### src/rtl/sie_pkg.sv
// Shared SIE transmit definitions: packet type codes, PID codes, sequencer states.
package sie_pkg;

  typedef enum logic [1:0] {
    TYPE_TOKEN = 2'd0,
    TYPE_DATA  = 2'd1,
    TYPE_HS    = 2'd2,
    TYPE_RSVD  = 2'd3
  } pkt_type_e;

  localparam logic [7:0] SYNC_BYTE = 8'h80;

  localparam logic [3:0] PID_OUT   = 4'b0001;
  localparam logic [3:0] PID_IN    = 4'b1001;
  localparam logic [3:0] PID_SOF   = 4'b0101;
  localparam logic [3:0] PID_SETUP = 4'b1101;
  localparam logic [3:0] PID_DATA0 = 4'b0011;
  localparam logic [3:0] PID_DATA1 = 4'b1011;
  localparam logic [3:0] PID_ACK   = 4'b0010;
  localparam logic [3:0] PID_NAK   = 4'b1010;
  localparam logic [3:0] PID_STALL = 4'b1110;

  typedef enum logic [3:0] {
    ST_IDLE, ST_SYNC, ST_PID, ST_TOK1, ST_TOK2, ST_DATA, ST_CRC1, ST_CRC2, ST_GAP
  } state_e;

  function automatic logic [7:0] pid_byte(input logic [3:0] pid);
    return {~pid, pid};
  endfunction

endpackage

### src/rtl/sie_byte_timer.sv
// Mod-BYTE_CYCLES slot counter; flags the first and last clock of each byte slot.
module sie_byte_timer #(
  parameter int BYTE_CYCLES = 8
) (
  input  logic i_clk,
  input  logic i_rst_n,
  input  logic i_en,
  input  logic i_clr,
  output logic o_slot_start,
  output logic o_slot_last
);
  localparam int CW = $clog2(BYTE_CYCLES);

  logic [CW-1:0] r_cnt;

  always_ff @(posedge i_clk) begin
    if (!i_rst_n || i_clr) r_cnt <= '0;
    else if (i_en)         r_cnt <= o_slot_last ? '0 : r_cnt + CW'(1);
  end

  assign o_slot_start = (r_cnt == '0);
  assign o_slot_last  = (r_cnt == CW'(BYTE_CYCLES - 1));

endmodule

### src/rtl/sie_tx_sequencer.sv
// Packet sequencer feeding the SIE transmit path one byte per BYTE_CYCLES-clock slot.
module sie_tx_sequencer
  import sie_pkg::*;
#(
  parameter int BYTE_CYCLES = 8,
  parameter int LEN_W       = 4,
  parameter int GAP_BYTES   = 0
) (
  input  logic             clock,
  input  logic             reset,
  input  logic             req_valid,
  output logic             req_ready,
  input  logic [1:0]       req_type,
  input  logic [3:0]       req_pid,
  input  logic [6:0]       req_addr,
  input  logic [3:0]       req_endp,
  input  logic [LEN_W-1:0] req_len,
  input  logic [7:0]       pl_data,
  input  logic             pl_valid,
  output logic             pl_ready,
  output logic             load_SIE,
  output logic [7:0]       parallel_ip,
  output logic             busy,
  output logic             done,
  output logic             err_underrun,
  output logic             err_type
);
  localparam int GAP_W = $clog2(GAP_BYTES + 2);
  localparam logic [GAP_W-1:0] GAP_LAST = GAP_W'((GAP_BYTES > 0) ? GAP_BYTES - 1 : 0);

  state_e           r_state, w_state_nxt;
  pkt_type_e        r_type;
  logic [3:0]       r_pid, r_endp;
  logic [6:0]       r_addr;
  logic [LEN_W-1:0] r_cnt, w_cnt_nxt;
  logic [GAP_W-1:0] r_gap, w_gap_nxt;
  logic [7:0]       r_byte, w_byte_nxt;
  logic             r_err_type, w_err_type_nxt;
  logic             w_accept, w_last_byte, w_end, w_to_data, w_pl_ready, w_req_ready;
  logic             w_slot_start, w_slot_last;

  sie_byte_timer #(.BYTE_CYCLES(BYTE_CYCLES)) u_timer (
    .i_clk        (clock),
    .i_rst_n      (reset),
    .i_en         (r_state != ST_IDLE),
    .i_clr        (r_state == ST_IDLE),
    .o_slot_start (w_slot_start),
    .o_slot_last  (w_slot_last)
  );

  always_ff @(posedge clock) begin
    if (!reset) begin
      r_state    <= ST_IDLE;
      r_type     <= TYPE_TOKEN;
      r_pid      <= '0;
      r_addr     <= '0;
      r_endp     <= '0;
      r_cnt      <= '0;
      r_gap      <= '0;
      r_byte     <= '0;
      r_err_type <= 1'b0;
    end else begin
      r_state    <= w_state_nxt;
      r_cnt      <= w_cnt_nxt;
      r_gap      <= w_gap_nxt;
      r_byte     <= w_byte_nxt;
      r_err_type <= w_err_type_nxt;
      if (w_accept) begin
        r_type <= pkt_type_e'(req_type);
        r_pid  <= req_pid;
        r_addr <= req_addr;
        r_endp <= req_endp;
        r_cnt  <= req_len;
      end
    end
  end

  always_comb begin
    w_state_nxt    = r_state;
    w_cnt_nxt      = r_cnt;
    w_gap_nxt      = r_gap;
    w_byte_nxt     = r_byte;
    w_err_type_nxt = 1'b0;
    w_accept       = 1'b0;
    w_to_data      = 1'b0;
    w_pl_ready     = 1'b0;

    case (r_state)
      ST_TOK2, ST_CRC2: w_last_byte = 1'b1;
      ST_PID:           w_last_byte = (r_type == TYPE_HS);
      default:          w_last_byte = 1'b0;
    endcase

    // Final slot of the whole packet: last byte when there is no gap, else last gap slot.
    w_end = w_slot_last && ((w_last_byte && (GAP_BYTES == 0)) ||
                            (r_state == ST_GAP && r_gap == '0));
    w_req_ready = (r_state == ST_IDLE) || w_end;

    if (r_state != ST_IDLE && w_slot_last) begin
      case (r_state)
        ST_SYNC: begin
          w_state_nxt = ST_PID;
          w_byte_nxt  = pid_byte(r_pid);
        end
        ST_PID: begin
          if (r_type == TYPE_TOKEN) begin
            w_state_nxt = ST_TOK1;
            w_byte_nxt  = {r_endp[0], r_addr};
          end else if (r_type == TYPE_DATA) begin
            w_to_data = 1'b1;
          end
        end
        ST_TOK1: begin
          w_state_nxt = ST_TOK2;
          w_byte_nxt  = {5'b0, r_endp[3:1]};
        end
        ST_DATA: w_to_data = 1'b1;
        ST_CRC1: begin
          w_state_nxt = ST_CRC2;
          w_byte_nxt  = 8'h00;
        end
        ST_GAP:  w_gap_nxt = r_gap - GAP_W'(1);
        default: ;
      endcase

      // Remaining count decides whether another payload byte follows.
      if (w_to_data) begin
        if (r_cnt == '0) begin
          w_state_nxt = ST_CRC1;
          w_byte_nxt  = 8'h00;
        end else begin
          w_state_nxt = ST_DATA;
          w_cnt_nxt   = r_cnt - LEN_W'(1);
          w_pl_ready  = 1'b1;
          w_byte_nxt  = pl_valid ? pl_data : 8'h00;
        end
      end

      if (w_last_byte && GAP_BYTES > 0) begin
        w_state_nxt = ST_GAP;
        w_gap_nxt   = GAP_LAST;
      end
      if (w_end) w_state_nxt = ST_IDLE;
    end

    if (w_req_ready && req_valid) begin
      w_accept = 1'b1;
      if (req_type == TYPE_RSVD) begin
        w_err_type_nxt = 1'b1;
        w_state_nxt    = ST_IDLE;
      end else begin
        w_state_nxt = ST_SYNC;
        w_byte_nxt  = SYNC_BYTE;
      end
    end
  end

  assign req_ready    = w_req_ready;
  assign pl_ready     = w_pl_ready;
  assign err_underrun = w_pl_ready && !pl_valid;
  assign err_type     = r_err_type;
  assign load_SIE     = w_slot_start && (r_state != ST_IDLE) && (r_state != ST_GAP);
  assign parallel_ip  = r_byte;
  assign busy         = (r_state != ST_IDLE);
  assign done         = w_slot_last && w_last_byte;

endmodule

### config.mk
export PLATFORM = sky130hd
export DESIGN_NAME = sie_tx_sequencer
export DESIGN_NICKNAME = d
export VERILOG_FILES = /design/src/rtl/sie_pkg.sv /design/src/rtl/sie_byte_timer.sv /design/src/rtl/sie_tx_sequencer.sv
export SDC_FILE = /design/constraint.sdc
export NUM_CORES = 1
export LEC_CHECK = 0
export CAP_MARGIN = 5
export CORE_MARGIN = 2
export CORE_UTILIZATION = 50
export DETAILED_ROUTE_END_ITERATION = 10
export GPL_TIMING_DRIVEN = 0
export PLACE_DENSITY = 0.79
export SETUP_SLACK_MARGIN = 0.1
export SLEW_MARGIN = 20
export SYNTH_ARGS = -nofsm -noshare
export SYNTH_HDL_FRONTEND = slang
export SYNTH_SLANG_ARGS = --single-unit
### constraint.sdc
create_clock -name clock -period 2.8 [get_ports clock]
set_input_delay 0.28 -clock clock [delete_from_list [all_inputs] [get_ports clock]]
set_output_delay 0.28 -clock clock [all_outputs]
set_load 0.05 [all_outputs]
==> results.cfg <==
[clock_network]
clockBufferDepth = 2
cts_hold_buf = 0
cts-root-buf = clkbuf_8
postCtsSetupRepairBufs = 0
post_cts_resized = 3
cts.clk_slew.worst_paths_ns = 0.07
cts_buffers = 5
htreeDepth = 2
clkLatencyLatePin_ns = 0.28
clock_sink_count = 36
cts_tree = yes

[worst_hold_path]
hp-start = u_timer.r_cnt[0]
min_to = u_timer.r_cnt[0]
whs_path_depth = 1
hold_path_class = reg2reg

[die]
core_area_um2 = 3943
rows = 23
die_h_um = 67.67
ios = 48
die_area_um2 = 4579
start_util_pct = 51.41
die_x_um = 67.67

[synth]
ys_seq_area_share_pct = 35.56
synth_top_family_by_area = compound AO/OA/AOI/OAI gates
yosys-top-cells-area = dfxtp_1 (36%), mux2i_1 (9.4%), nor2_1 (5.6%), a21oi_1 (3.7%), a222oi_1 (2.5%)
synthMuxAreaShare_pct = 9.383
synth-xor-area-share_pct = 1.728
netlist_area_um2 = 2027
synth_seq_cells = 36
synth-simple-area-share_pct = 20.56
synth_area_leader_cell = dfxtp_1
synth_fa_ha_area_share_pct = 2.469
synthTopCellsByCount = dfxtp_1 (36), nor2_1 (30), mux2i_1 (19), a21oi_1 (15), nand2_1 (13)
synth_flop_cell = dfxtp_1
ys_types = 52
synth_cells = 231
avgSynthCellArea_um2 = 8.775
synth.most_common_cell = dfxtp_1
ys.warnings.count = 0
synth_compound_gate_area_share_pct = 24.20
synth_edf_count = 0
async_flop_share_pct = 0
synth.top_cell.area_share_pct = 35.56
syn-num-nets = 268

[sta]
setup_viol_count_final = 0
hold_ws_ns = 0.4637
tightestPinTransition_ns = 0.8492
tns_ns = 0
finClkSkew_ns = 0.005322
slew_violations = 0
rsz0062_at_grt = yes
post-route-min-period_ns = 2.573
timing.final.crit_share_pct = 91.90
finalHoldViolCount = 0
timing.fmax_ghz = 0.3886
max_slew_margin_pct = 42.87

[global_routing]
grt_pass1_wl_um = 8418
grt_util_all_layers_pct = 24.84
antenna_found_initial = 0
grt-ovfl-total = 0
grt_max_degree = 11
grt_pass1_vias = 1755

[routing]
ant_nets = 0
first_iter_violations = 168
dr.pass1.iters = 5
drc = 0
vias = 1930
wirelength_um = 5071
wl_per_cell_um = 15.14
via_per_inst = 5.761

[critical_path]
cp_max_fo = 10
cp.arrival_ns = 2.29
cp_data_required_time_ns = 2.52
reg2reg_depth = 8
crit_type = reg2out
cp-start-kind = flop
r2r_end = r_pid[3]
reg2reg_slack_ns = 0.55
r2r-start = u_timer.r_cnt[0]
cp-end-kind = output pin

[power_and_ir_drop]
p_leak_uw = 0.001077
vdd_drop_max_v = 0.0003400
power_density_nw_per_um2 = 429.5
fin_total_pwr_uw = 1132

[place]
dp_hpwl_um = 3851
io_buffers = 47
place_area_um2 = 2560
gp_congestion = 0.9080

[cells_and_area]
multiInputGateArea_um2 = 1182
post-route-util_pct = 66.84
area_growth_syn_to_layout_pct = 30.00
seqCellArea_um2 = 720.7
nNetsFinal = 322
design_area_um2 = 2635
diodes = 0
fillers = 337
drive_above_1_share_pct = 11.93

[run_status]
status = complete, no violations

[flow_run]
drv_cap = 0
## flip-flops by register name, indices dropped and copies added, names as in the netlist
signal         flops
parallel_ip        8
r_cnt              4
r_addr             7
r_type             2
r_pid              4
err_type           1
r_endp             4
r_state            3
u_timer.r_cnt      3
## report_power, final
part | switching, uW | internal (uW) | total [uW] | leakage, uW
sequential | 19.5 | 539 | 558 | 0.000295
clock | 170 | 169 | 339 | 0.0000410
combinational | 122 | 113 | 235 | 0.000741
## stage by stage
step / setup slack (ns) / std cells
floorplan: 0.3278 / 231
global placement: 0.1154 / 328
detailed placement: 0.09165 / 328
CTS: 0.05618 / 335
global route: 0.08982 / 335
finish: 0.2269 / 335
## worst max-delay path by stage
| stage | from | to |
|---|---|---|
| after detailed placement | u_timer.r_cnt[0] | req_ready |
| after global placement | u_timer.r_cnt[0] | req_ready |
| final | u_timer.r_cnt[0] | req_ready |
| after global routing | u_timer.r_cnt[0] | req_ready |
| after floorplan | r_state[2] | err_underrun |
| after CTS | u_timer.r_cnt[0] | req_ready |
## worst max-delay path, stage by stage, from the launching register on
cell,delay (ns)
dfxtp_1,0.36
ha_1,0.16
ha_1,0.19
clkbuf_2,0.24
nand2_1,0.08
nor2_1,0.27
or2_2,0.19
dlygate4sd2_1,0.52
## cell type report
| cell class | instances | share of cell area (%) |
|---|---|---|
| buffer | 14 | 3.229 |
| clock buffer | 6 | 2.754 |
| clock inverter | 1 | 0.1899 |
| inverter | 11 | 1.567 |
| multi-input combinational | 170 | 44.87 |
| sequential | 36 | 27.35 |
| tap | 50 | 2.374 |
| timing repair buffer | 47 | 17.66 |
## cells by family (layout without fill, tap and decap cells)
| family | Yosys count | count (layout) |
|---|---|---|
| flip-flops | 36 | 36 |
| AND/OR/NAND/NOR | 80 | 80 |
| AO/OA/AOI/OAI | 63 | 63 |
| buffers and inverters | 25 | 79 |
| multiplexers | 19 | 19 |
| XOR/XNOR | 4 | 4 |
| adder cells (fa/ha/maj) | 4 | 4 |
## layer usage
metal  global-route usage (%)  up-vias  wire length [um]
li1                         -      947                 -
met1                    30.96      886              2150
met2                    40.69       83              2453
met3                    5.167       14               322
met4                    11.73        0               145
met5                        0        -                 0
## layout by cell type, fill, tap and decap left out, types with 4 or more instances in the layout
| cell | instances |
|---|---|
| o21ai_1 | 5 |
| mux2i_1 | 19 |
| clkbuf_8 | 5 |
| dfxtp_1 | 36 |
| a222oi_1 | 5 |
| o21ai_0 | 7 |
| nor3_1 | 4 |
| nor2_1 | 30 |
| ha_1 | 4 |
| clkbuf_1 | 6 |
| nand3_1 | 5 |
| clkdlybuf4s50_1 | 43 |
| nand2b_1 | 4 |
| inv_1 | 8 |
| a21oi_1 | 15 |
| nand2_1 | 13 |
No activity file was read; power rests on OpenSTA's default activity.
